<file path="src/rtl/fetch_ctrl.sv">
// Fetch controller: owns the fetch PC, drives the ROM address and
// buffers {pc, instr} pairs in a small FIFO drained by decode.
module fetch_ctrl #(
  parameter int              PC_W     = 16,
  parameter logic [PC_W-1:0] RESET_PC = '0,
  parameter int              Q_DEPTH  = 2
) (
  input  logic                       clk,
  input  logic                       rst_n,
  input  logic                       fetch_en,
  output logic [PC_W-1:0]            imem_addr,
  input  logic [15:0]                imem_data,
  input  logic                       redirect_valid,
  input  logic [PC_W-1:0]            redirect_pc,
  output logic                       instr_valid,
  input  logic                       instr_ready,
  output logic [15:0]                instr,
  output logic [PC_W-1:0]            instr_pc,
  output logic [$clog2(Q_DEPTH):0]   q_count
);

  localparam int AW = $clog2(Q_DEPTH);
  localparam int CW = AW + 1;
  localparam logic [CW-1:0] FULL = CW'(Q_DEPTH);

  logic [PC_W-1:0] fpc;
  logic [PC_W-1:0] pc_q  [Q_DEPTH];
  logic [15:0]     ins_q [Q_DEPTH];
  logic [AW-1:0]   rd_ptr;
  logic [AW-1:0]   wr_ptr;
  logic [CW-1:0]   count;

  logic push;
  logic pop;
  logic [PC_W-1:0] tgt;
  logic [CW-1:0]   count_nxt;

  assign instr_valid = (count != '0);
  assign instr       = ins_q[rd_ptr];
  assign instr_pc    = pc_q[rd_ptr];
  assign imem_addr   = fpc;
  assign q_count     = count;

  assign pop  = instr_valid & instr_ready;
  assign push = fetch_en & ~redirect_valid & ((count < FULL) | pop);
  // Instructions are halfword aligned; odd targets round down.
  assign tgt  = redirect_pc & ~PC_W'(1);

  always_comb begin
    count_nxt = count;
    unique case ({push, pop})
      2'b10:   count_nxt = count + CW'(1);
      2'b01:   count_nxt = count - CW'(1);
      default: count_nxt = count;
    endcase
  end

  always_ff @(posedge clk or negedge rst_n) begin
    if (!rst_n) begin
      fpc    <= RESET_PC;
      rd_ptr <= '0;
      wr_ptr <= '0;
      count  <= '0;
      for (int i = 0; i < Q_DEPTH; i++) begin
        pc_q[i]  <= '0;
        ins_q[i] <= '0;
      end
    end else if (redirect_valid) begin
      fpc    <= tgt;
      count  <= '0;
      rd_ptr <= wr_ptr;
    end else begin
      if (push) begin
        pc_q[wr_ptr]  <= fpc;
        ins_q[wr_ptr] <= imem_data;
        wr_ptr        <= wr_ptr + AW'(1);
        fpc           <= fpc + PC_W'(2);
      end
      if (pop) begin
        rd_ptr <= rd_ptr + AW'(1);
      end
      count <= count_nxt;
    end
  end

endmodule

</file>
<file path="config.mk">
export PLATFORM = sky130hd
export DESIGN_NAME = fetch_ctrl
export DESIGN_NICKNAME = d
export VERILOG_FILES = /design/src/rtl/fetch_ctrl.sv
export SDC_FILE = /design/constraint.sdc
export NUM_CORES = 1
export LEC_CHECK = 0
export CORE_MARGIN = 1
export CORE_UTILIZATION = 25
export DETAILED_ROUTE_END_ITERATION = 8
export DONT_BUFFER_PORTS = 1
export MAX_ROUTING_LAYER = met4
export SYNTH_ARGS = -nofsm -noshare
export SYNTH_HDL_FRONTEND = slang
export SYNTH_SLANG_ARGS = --single-unit
</file>
<file path="constraint.sdc">
create_clock -name clk -period 1.75 [get_ports clk]
set_input_delay 0 -clock clk [delete_from_list [all_inputs] [get_ports clk]]
set_output_delay 0 -clock clk [all_outputs]
set_load 0.02 [all_outputs]
</file>
==> metrics.md, run 1 <==
| Metric | Value |
|---|---|
| Outcome | `finished with violations` |
| Failing checks | `negative hold slack` |
| Vias in the first global route | `2,814` |
| Average via count per standard cell | `4.62` |
| Cells after Synth | `289` |
| Total chip power | `0.00683 W` |
| Number of fillers in the final layout | `1,451` |
| Initial cell density of the core | `25.7%` |
| CTS Root Cell | `sky130_fd_sc_hd__clkbuf_16` |
| Maximum number of pins on one net before global-route repair | `82` |
| Final setup fails | `0` |
| Sum of buffers and inverters on the critical path | `2` |
| Data arrival time of the critical path | `1.92 ns` |
| Post-route minimum period | `1.66 ns` |
| First element of the critical path | `imem_addr[1]` |
| Setup repair after global routing missed its margin | `no` |
| Gpl congestion | `0.716` |
| Clock buffer count from CTS | `9` |
| Proportion of synthesized area in mux cells | `27.6%` |
| Startpoint kind of the worst setup timing path | `register` |
| Clock slew seen by the registers of the worst setup and hold paths | `0.07 ns` |
| Layout-stage area growth over the synthesis result | `29.1%` |
| Worst reg2reg path startpoint | `imem_addr[1]` |
| Footprint of the multi-input gates | `1630 µm²` |
| Max Freq | `604 MHz` |
| Worst-Skew Late Latency | `0.34 ns` |
| Headroom to the max-slew limit | `50.1%` |
| Number of core rows | `44` |
| Pins Over Slew Limit | `0` |
| Main combinational cell family by area after synthesis | `multiplexers` |
| Worst Path Required | `2.01 ns` |
| Sequential cell area | `2030 µm²` |
| Adder-Cell Fraction of Synth Area | `0.334%` |
| Count of nets left with antenna violations after detail routing | `0` |
| Part of the power in registers | `40.6%` |
| Number of enable-type register cells in the synthesized netlist | `0` |
| Total via count after detailed routing | `2,470` |
| 1st-pass router iterations | `4` |
| Buffers added on ports | `0` |
| Design internal power | `0.00467 W` |
| Netlist area before placement | `3750 µm²` |
| Setup total negative slack | `0 ns` |
| Number of antenna violations at the first check in global routing | `0` |
| Category of the critical setup timing path | `reg2reg` |
| Most used flip-flop cell after synthesis | `sky130_fd_sc_hd__dfrtp_1` |
| Number of top-level pins | `88` |
| Detail-routed net length per standard cell | `16.6 µm` |
| Worst r2r dst | `imem_addr[12]` |
| GRT overflow | `0` |
| Leak | `2.01 nW` |
| Pre-CTS setup slack | `0.0422 ns` |
| Wirelength, routed | `8890 µm` |
| Critical path fanouts, max | `9` |
| Post-Synth Simple-Gate Area | `8.45%` |
| Post-CTS repair timing setup buffer count | `0` |
| Power spent charging and discharging nets | `0.00217 W` |
| Worst slew pin tran | `0.749 ns` |
| Crit path max-delay cell type | `sky130_fd_sc_hd__or4_1` |
| Crit path setup slack, layout | `0.0940 ns` |
| Critical path endpoint category | `register` |
| DPL Wire Length | `5800 µm` |
| Starting DRC count in detailed routing | `63` |
| Fin nets | `384` |
| Post-route clock period utilization | `94.6%` |
| Async S/R FF share, synth | `100%` |
| # diodes | `0` |
| Part of the power in the clock network | `30.1%` |
| Class of the most critical hold timing path | `in2async` |
| Max-cap violations | `0` |
| Share of post-route cells with drive strength above 1 | `39.9%` |
| Max IR drop VDD | `955 µV` |
| Final hold slack | `-0.647 ns` |
| Compound-Gate Fraction of Synth Area | `5.11%` |
| Cells traversed along the worst timing path | `buf_6 -> and3_1 -> nand3_1 -> buf_4 -> or4_1 -> a31oi_1` |
| Maximum level of the CTS H-tree | `3` |
| Clock skew after layout | `0.00721 ns` |
| Final Hold Viols | `81` |
| CTS tree | `built` |
| Total global routing track utilization | `12.8%` |
| Dominant delay contributor by cell family on the critical path | `simple AND/OR/NAND/NOR gates` |
| Per-instance average area after synthesis | `13.0 µm²` |
| Deepest clock path buffer count | `2` |
| Core area | `14,600 µm²` |
| Reg-to-reg slack, setup | `0.09 ns` |
| Die height | `124 µm` |
| Count of cells along the worst register-to-register path | `6` |
| Sw Share | `31.7%` |
| Largest incremental delay on the critical path | `0.41 ns` |
| Parity-gate share of the synthesized area counting xor and xnor cells | `1.64%` |
| Power share of the combinational group | `29.3%` |
| Die X-Extent | `124 µm` |
| Portion of the post-synthesis area used by sequential elements | `54.1%` |
| Die outline area | `15,500 µm²` |
| Clk sinks | `81` |
| Wire length of the first global-routing pass | `15,000 µm` |
| DR DRC count | `0` |
| Number of storage elements in the synthesis netlist | `81` |
| Yosys synthesis warning count | `0` |
| Ratio of total power to cell area | `1410 nW/µm²` |
| Number of different library cells in the post-synthesis netlist | `37` |
==> worst max path at each step <==
stage,cells past startpoint,slack [ns],end
6_report,6,0.09,imem_addr[12]
5_1_grt,5,0.004,imem_addr[11]
4_1_cts,5,0.02,ins_q[31]
3_5_place_dp,5,0.04,ins_q[29]
3_3_place_gp,5,0.08,ins_q[31]
2_1_floorplan,6,0.02,ins_q[16]
==> cell families (layout without fill, tap and decap cells) <==
kind of cell,after synthesis,after routing
multiplexers,92,92
flip-flops,81,81
AND/OR/NAND/NOR,56,56
AO/OA/AOI/OAI,31,31
buffers and inverters,20,81
XOR/XNOR,7,7
adder cells (fa/ha/maj),1,1
other,1,2
==> routing by layer <==
layer  track usage (%)  share of wire (%)  wire (µm)
met5                 -                  0          0
met4              3.90                1.5        135
met3              4.21                4.3        379
met2              21.6                 51       4570
met1              14.4                 43       3800
==> per-stage QoR <==
step / utilization, % / instance area, µm² / hold WS (ns) / cells
after floorplan: - / 3750 / -0.296 / 290
after global placement: 28.2 / 4110 / -0.292 / 481
after detailed placement: 28.2 / 4110 / -0.291 / 481
after CTS: 33.0 / 4810 / -0.669 / 534
after global routing: 33.2 / 4840 / -0.669 / 535
final: 33.2 / 4840 / -0.647 / 535
==> cell usage in the layout (no fill, tap or decap), drive strengths merged, types with 2 or more instances in the layout <==
cell	n
buf	24
a31oi	6
or4	6
clkbuf	9
o21ai	14
conb	2
and2	2
mux2	91
and3	2
nand3	5
dlygate4sd3	36
o21a	2
nand2b	3
inv	5
dfrtp	81
nand2	16
nor2	8
dlymetal6s4s	2
nand4	6
o31ai	5
clkinv	2
and4	2
xor2	7
bufinv	2
==> final cells by class <==
type | count | area share (%)
Tap cell | 184 | 4.76
Inverter | 3 | 0.233
Timing Repair Buffer | 62 | 12.5
Multi-Input combinational cell | 189 | 33.7
Clock inverter | 7 | 2.12
Sequential cell | 81 | 42.0
Clock buffer | 9 | 4.66
==> state kept, by name, summed over array words and instances (netlist names) <==
register   cells
wr_ptr         1
rd_ptr         1
q_count        2
ins_q         32
pc_q          30
imem_addr     15
==> worst reg2reg max path: stages, from the launching register on <==
cell and delay (ns):
sky130_fd_sc_hd__dfrtp_1 0.37, sky130_fd_sc_hd__buf_6 0.15, sky130_fd_sc_hd__and3_1 0.21, sky130_fd_sc_hd__nand3_1 0.08
sky130_fd_sc_hd__buf_4 0.18, sky130_fd_sc_hd__or4_1 0.41, sky130_fd_sc_hd__a31oi_1 0.17
==> synth_stat cells, types with 2 or more instances <==
cell	instances	area share [%]
sky130_fd_sc_hd__o21ai_0	14	1.9
sky130_fd_sc_hd__dfrtp_1	81	54
sky130_fd_sc_hd__nor2_1	8	0.80
sky130_fd_sc_hd__xor2_1	7	1.6
sky130_fd_sc_hd__nand4_1	6	1.0
sky130_fd_sc_hd__nand2_1	15	1.5
sky130_fd_sc_hd__inv_1	3	0.30
sky130_fd_sc_hd__buf_2	5	0.67
sky130_fd_sc_hd__clkbuf_1	7	0.70
sky130_fd_sc_hd__nand3_1	5	0.67
sky130_fd_sc_hd__nand2b_1	3	0.50
sky130_fd_sc_hd__and2_1	2	0.33
sky130_fd_sc_hd__a31oi_1	6	1.0
sky130_fd_sc_hd__o31ai_1	5	1.0
sky130_fd_sc_hd__or4_1	6	1.2
sky130_fd_sc_hd__mux2_2	90	27
sky130_fd_sc_hd__o21a_1	2	0.40
sky130_fd_sc_hd__buf_4	5	1.0
==> what timing repair did <==
| item | 4_1_cts | 5_1_grt |
|---|---|---|
| hold buffers | 37 | 2 |
| hold endpoints to repair | 132 | 82 |
| setup endpoints to repair | 0 | 40 |
| gates resized for setup | 0 | 6 |
==> power by group through the flow <==
stage          Sequential (W)  Combinational, W  Clock, W
2_1_floorplan         0.00275           0.00159         0
3_3_place_gp          0.00275           0.00190         0
3_5_place_dp          0.00281           0.00193         0
4_1_cts               0.00277           0.00203   0.00214
5_1_grt               0.00286           0.00215   0.00220
6_report              0.00277           0.00200   0.00206
Power figures use the tool's default switching activity.
==> run 2: changes to the inputs <==
--- a/config.mk
+++ b/config.mk
@@ -5,11 +5,13 @@
 export SDC_FILE = /design/constraint.sdc
 export NUM_CORES = 1
 export LEC_CHECK = 0
+export ABC_AREA = 1
 export CORE_MARGIN = 1
 export CORE_UTILIZATION = 25
 export DETAILED_ROUTE_END_ITERATION = 8
 export DONT_BUFFER_PORTS = 1
 export MAX_ROUTING_LAYER = met4
+export SLEW_MARGIN = 20
 export SYNTH_ARGS = -nofsm -noshare
 export SYNTH_HDL_FRONTEND = slang
 export SYNTH_SLANG_ARGS = --single-unit
==> metrics.md, run 2 <==
| Metric | Value |
|---|---|
| Outcome | `finished with violations` |
| Clock skew after layout | `0.00692 ns` |
| Per-instance average area after synthesis | `8.13 µm²` |
| Startpoint kind of the worst setup timing path | `input pin` |
| Core area | `15,900 µm²` |
| Number of storage elements in the synthesis netlist | `81` |
| Most frequent cell after synthesis | `sky130_fd_sc_hd__nand2_1` |
| # diodes | `0` |
| Starting DRC count in detailed routing | `152` |
| Count of nets left with antenna violations after detail routing | `0` |
| Total chip power | `0.00798 W` |
| Most area-consuming cells after synthesis | `sky130_fd_sc_hd__dfrtp_1, sky130_fd_sc_hd__nand2_1, sky130_fd_sc_hd__o21ai_2, sky130_fd_sc_hd__inv_1, sky130_fd_sc_hd__nand3_1` |
| Max IR drop VDD | `527 µV` |
| Class of the most critical hold timing path | `in2async` |
| Number of core rows | `46` |
| Final core utilization | `31.2%` |
| Pins Over Slew Limit | `0` |
| Clk sinks | `81` |
| Setup repair after global routing missed its margin | `no` |
| Dominant delay contributor by cell family on the critical path | `buffers and inverters` |
| Fin nets | `580` |
| Netlist area before placement | `4090 µm²` |
| Yosys top cell area share | `49.6%` |
| Dpl cells | `712` |
| Maximum number of pins on one net before global-route repair | `82` |
| CTS tree | `built` |
| Average via count per standard cell | `4.22` |
| Number of enable-type register cells in the synthesized netlist | `0` |
| Worst-Skew Late Latency | `0.33 ns` |
| Number of antenna violations at the first check in global routing | `0` |
| Top post-synthesis cells by count | `sky130_fd_sc_hd__nand2_1, sky130_fd_sc_hd__dfrtp_1, sky130_fd_sc_hd__inv_1` |
| Max Freq | `606 MHz` |
| Most used flip-flop cell after synthesis | `sky130_fd_sc_hd__dfrtp_1` |
| Layout-stage area growth over the synthesis result | `21.6%` |
| Clock slew seen by the registers of the worst setup and hold paths | `0.06 ns` |
| Category of the critical setup timing path | `in2reg` |
| Buffers added on ports | `0` |
| Die outline area | `16,900 µm²` |
| Die height | `130 µm` |
| Maximum level of the CTS H-tree | `3` |
| Total global routing track utilization | `12.9%` |
| Final hold slack | `-0.635 ns` |
| Setup total negative slack | `0 ns` |
| Crit path max-delay cell type | `sky130_fd_sc_hd__dlygate4sd3_1` |
| Number of hold buffers added after CTS | `34` |
| CTS Root Cell | `sky130_fd_sc_hd__clkbuf_16` |
| Failing checks | `negative hold slack` |
| Post-route clock period utilization | `94.3%` |
| Critical path endpoint category | `register` |
| Clock buffer count from CTS | `9` |
| Number of different library cells in the post-synthesis netlist | `27` |
| Final Hold Viols | `81` |
| Final setup fails | `0` |
| Number of fillers in the final layout | `1,722` |
| Cells after Synth | `503` |
| Wire length of the first global-routing pass | `16,100 µm` |
| Initial cell density of the core | `25.6%` |
| Flip-flop count of the largest register after layout | `32` |
| Data arrival time of the critical path | `1.85 ns` |
| Post-route minimum period | `1.65 ns` |
| Wirelength, routed | `9910 µm` |
| Largest incremental delay on the critical path | `0.72 ns` |
| Most common library cell in the layout ignoring fill and taps | `sky130_fd_sc_hd__nand2_1` |
| DPL Wire Length | `6630 µm` |
| Layout Cells excl Fill | `763` |
| Number of top-level pins | `88` |
| Vias in the first global route | `3,147` |
| Sum of buffers and inverters on the critical path | `3` |
| Cells traversed along the worst timing path | `dlygate4sd3_1 -> inv_4 -> nand3_2 -> or2_2 -> buf_4 -> nand2_1 -> o21ai_2` |
| Detail-routed net length per standard cell | `13.0 µm` |
| 1st-pass router iterations | `4` |
| Die X-Extent | `130 µm` |
| Async S/R FF share, synth | `100%` |
| Yosys synthesis warning count | `0` |
| Portion of the post-synthesis area used by sequential elements | `49.6%` |
| Gpl congestion | `0.772` |
| Most area-hungry cell type in the Yosys netlist | `sky130_fd_sc_hd__dfrtp_1` |
| Highest-count cells in the layout ignoring fill and taps | `sky130_fd_sc_hd__nand2_1, sky130_fd_sc_hd__dfrtp_1, sky130_fd_sc_hd__inv_1` |
| Deepest clock path buffer count | `2` |
| Total via count after detailed routing | `3,217` |
| Register bank with the most flops | `ins_q` |
| DR DRC count | `0` |
| Leak | `2.46 nW` |
| Share of post-route cells with drive strength above 1 | `14.8%` |
| Ratio of total power to cell area | `1600 nW/µm²` |
| Max-cap violations | `0` |
| GRT overflow | `0` |
| Critical path fanouts, max | `37` |
| Worst Path Required | `1.95 ns` |
## run 2: cell count changes after synthesis, moves of 4 or more
cell,delta
sky130_fd_sc_hd__xor2_1,-4
sky130_fd_sc_hd__inv_1,+40
sky130_fd_sc_hd__nand2_1,+203
sky130_fd_sc_hd__o21ai_0,-7
sky130_fd_sc_hd__buf_6,+12
sky130_fd_sc_hd__or4_1,-6
sky130_fd_sc_hd__o21ai_1,+21
sky130_fd_sc_hd__a31oi_1,-5
sky130_fd_sc_hd__o31ai_1,-5
sky130_fd_sc_hd__o21ai_2,+41
sky130_fd_sc_hd__nand3_1,+27
sky130_fd_sc_hd__mux2_2,-90
## run 2: layout make-up
type                    instances  area, µm²  share of cell area [%]
clock buffers                  11        243                    4.88
clock inverters                 5       62.6                    1.26
repair buffers                 52        500                    10.1
multi-input cells             354       1700                    34.2
flip-flops and latches         81       2030                    40.8
well taps                     216        270                    5.43
inverters                      44        168                    3.37
## run 2: timing repair
action,in CTS,in global routing
gates resized for setup,0,1
buffers inserted,0,1
endpoints found under the hold margin,132,81
setup endpoints to repair,0,37
## run 2: report_power, final
| part | internal (W) | total, W | leakage [nW] | switching, W |
|---|---|---|---|---|
| logic | 0.000913 | 0.00293 | 1.31 | 0.00202 |
| clock network | 0.00115 | 0.00190 | 0.143 | 0.000746 |
| registers | 0.00266 | 0.00315 | 1.00 | 0.000494 |
| total | 0.00472 | 0.00798 | 2.46 | 0.00326 |
## run 2: final timing paths
check / startpoint / to / slack, ns / cells after the start
min in group clk: fetch_en / q_count[1] / 0.02 / 5
max: redirect_valid / ins_q[21] / 0.10 / 7
min reg2reg: ins_q[17] / ins_q[17] / 0.48 / 2
max reg2reg: q_count[1] / ins_q[21] / 0.26 / 6
max in group asynchronous: rst_n / ins_q[13] / 2.22 / 0
min: rst_n / ins_q[26] / -0.63 / 0
## run 2: metal layers
| metal | wire length [µm] | vias up | GRT usage [%] | share of wire, % |
|---|---|---|---|---|
| li1 | - | 1674 | - | - |
| met1 | 4840 | 1464 | 15.6 | 49 |
| met2 | 4540 | 77 | 20.8 | 46 |
| met3 | 491 | 2 | 3.94 | 5.0 |
| met4 | 43 | 0 | 3.69 | 0.43 |
| met5 | 0 | - | - | 0 |
## run 2: logic make-up (layout without fill, tap and decap cells)
logic type,after synthesis,count (layout),synth area share [%]
flops,81,81,49.6
simple gates,272,272,27.1
xor+xnor,3,3,0.643
fa+ha+maj,1,1,0.306
buf+inv,69,112,8.87
compound gates,76,76,13.4
other cells,1,2,0.0917
## run 2: stage by stage
stage / instance area (µm²) / hold slack (ns) / setup WS [ns]
after floorplan: 4090 / -0.296 / 0.307
after global placement: 4320 / -0.294 / 0.276
after global routing: 4970 / -0.660 / 0.0303
final: 4970 / -0.635 / 0.101
after detailed placement: 4320 / -0.294 / 0.259
after CTS: 4960 / -0.657 / 0.0190
## run 2: worst reg2reg max path, cell delays in order, from the launching register on
cell and delay (ns):
sky130_fd_sc_hd__dfrtp_1 0.39, sky130_fd_sc_hd__nand2_1 0.08, sky130_fd_sc_hd__nand3_2 0.10, sky130_fd_sc_hd__or2_2 0.31, sky130_fd_sc_hd__buf_4 0.28, sky130_fd_sc_hd__nand2_1 0.15
sky130_fd_sc_hd__o21ai_2 0.05
==> run 3: changes to the inputs <==
--- a/config.mk
+++ b/config.mk
@@ -6,11 +6,13 @@
 export NUM_CORES = 1
 export LEC_CHECK = 0
 export ABC_AREA = 1
+export CORE_ASPECT_RATIO = 1.1
 export CORE_MARGIN = 1
 export CORE_UTILIZATION = 25
 export DETAILED_ROUTE_END_ITERATION = 8
 export DONT_BUFFER_PORTS = 1
 export MAX_ROUTING_LAYER = met4
+export SETUP_SLACK_MARGIN = 0.4
 export SLEW_MARGIN = 20
 export SYNTH_ARGS = -nofsm -noshare
 export SYNTH_HDL_FRONTEND = slang
==> metrics.md, run 3 (same netlist as run 2, synthesis figures left out) <==
| Metric | Value |
|---|---|
| Max Freq | `698 MHz` |
| # diodes | `0` |
| Maximum number of pins on one net before global-route repair | `82` |
| Part of the power in the clock network | `21.4%` |
| Count of nets left with antenna violations after detail routing | `0` |
| CTS tree | `built` |
| Max-cap violations | `0` |
| Final Hold Viols | `81` |
| Layout-stage area growth over the synthesis result | `31.8%` |
| Class of the most critical hold timing path | `in2async` |
| Part of the power in registers | `38.9%` |
| Number of hold buffers added after CTS | `35` |
| Core area | `15,900 µm²` |
| Setup total negative slack | `0 ns` |
| Leak | `2.55 nW` |
| Wire length of the first global-routing pass | `16,100 µm` |
| Final core utilization | `34.0%` |
| Number of core rows | `48` |
| Data arrival time of the critical path | `1.66 ns` |
| Deepest clock path buffer count | `2` |
| Starting DRC count in detailed routing | `131` |
| Gpl congestion | `0.779` |
| DPL Wire Length | `6550 µm` |
| Number of fillers in the final layout | `1,688` |
| Post-route clock period utilization | `81.8%` |
| CTS Root Cell | `sky130_fd_sc_hd__clkbuf_16` |
| DR DRC count | `0` |
| Number of top-level pins | `88` |
| Instance area at placement | `4290 µm²` |
| Power spent charging and discharging nets | `0.00349 W` |
| Pins Over Slew Limit | `0` |
| Critical path endpoint category | `register` |
| Failing checks | `negative hold slack` |
| GRT overflow | `0` |
| Average via count per standard cell | `4.45` |
| Ratio of total power to cell area | `1560 nW/µm²` |
| Post-Layout Inst Area | `5390 µm²` |
| Maximum level of the CTS H-tree | `3` |
| Clock buffer count from CTS | `9` |
| Highest-count cells in the layout ignoring fill and taps | `sky130_fd_sc_hd__nand2_1, sky130_fd_sc_hd__dfrtp_1, sky130_fd_sc_hd__nand2_2` |
| Detail-routed net length per standard cell | `14.7 µm` |
| Die outline area | `16,900 µm²` |
| Total via count after detailed routing | `3,372` |
| Power share of the combinational group | `39.8%` |
| Clk sinks | `81` |
| Startpoint kind of the worst setup timing path | `register` |
| Max IR drop VDD | `511 µV` |
| Design internal power | `0.00490 W` |
| Share of post-route cells with drive strength above 1 | `28.4%` |
| Initial cell density of the core | `25.8%` |
| Dpl cells | `692` |
| Vias in the first global route | `3,146` |
| Wirelength, routed | `11,200 µm` |
| 1st-pass router iterations | `4` |
| Most common library cell in the layout ignoring fill and taps | `sky130_fd_sc_hd__nand2_1` |
| Flip-flop count of the largest register after layout | `32` |
| Worst Path Required | `1.98 ns` |
| Die X-Extent | `124 µm` |
| Setup repair after global routing missed its margin | `yes` |
| Sw Share | `41.6%` |
| Fin nets | `590` |
| Outcome | `finished with violations` |
| Clock slew seen by the registers of the worst setup and hold paths | `0.06 ns` |
| Register bank with the most flops | `ins_q` |
| Critical path fanouts, max | `8` |
| Final setup fails | `0` |
| Buffers added on ports | `0` |
| Number of antenna violations at the first check in global routing | `0` |
| Total global routing track utilization | `13.0%` |
| Worst-Skew Late Latency | `0.34 ns` |
| Layout Cells excl Fill | `757` |
| Clock skew after layout | `0.00647 ns` |
| Post-route minimum period | `1.43 ns` |
| Die height | `136 µm` |
| Final hold slack | `-0.642 ns` |
| Category of the critical setup timing path | `reg2reg` |
[run 3: path summary, 6_finish.rpt]
check,from,end,slack [ns],depth (start not counted)
hold reg to reg,ins_q[7],ins_q[7],0.48,2
setup reg to reg,q_count[1],pc_q[18],0.32,6
hold / removal,rst_n,ins_q[28],-0.64,0
setup / recovery,q_count[1],pc_q[18],0.32,6
max in group asynchronous,rst_n,q_count[1],2.21,0
min in group clk,fetch_en,q_count[1],0.01,5
[run 3: metal layers]
metal / vias to the layer above / track usage, % / share of wire [%]
met5: - / - / 0
met4: 0 / 2.98 / 0.79
met3: 9 / 4.49 / 5.4
met2: 74 / 20.9 / 46
met1: 1593 / 15.7 / 48
li1: 1696 / - / -
[run 3: cell type report]
cell class	instances	area [µm²]	area share (%)
inverter	44	165	3.06
multi-input combinational	355	1910	35.5
clock inverter	5	30.0	0.557
timing repair buffer	61	737	13.7
sequential	81	2040	37.8
clock buffer	11	253	4.69
tap	200	250	4.64
[run 3: power by group through the flow]
stage,logic [W],registers (W),clock network (W)
3_5_place_dp,0.00285,0.00323,0
2_1_floorplan,0.00233,0.00313,0
3_3_place_gp,0.00282,0.00320,0
6_report,0.00334,0.00326,0.00179
5_1_grt,0.00372,0.00338,0.00193
4_1_cts,0.00302,0.00321,0.00187
[run 3: critical path: stages (launching register included)]
cell,delay [ns]
sky130_fd_sc_hd__dfrtp_2,0.49
sky130_fd_sc_hd__nand2_2,0.11
sky130_fd_sc_hd__nand3_4,0.07
sky130_fd_sc_hd__or2_4,0.34
sky130_fd_sc_hd__clkbuf_16,0.20
sky130_fd_sc_hd__nand2_2,0.06
sky130_fd_sc_hd__o21ai_2,0.05
[run 3: stage by stage]
step | total power, W | worst slack (ns)
floorplan | 0.00547 | 0.404
global placement | 0.00602 | 0.202
detailed placement | 0.00607 | 0.187
CTS | 0.00809 | 0.333
global route | 0.00903 | 0.264
finish | 0.00840 | 0.318
[run 3: what timing repair did]
action,CTS,global route
hold endpoints to repair,132,81
setup endpoints to repair,50,109
buffers inserted,1,5
gates resized for setup,24,63
pin swaps,2,10
cloned,1,7
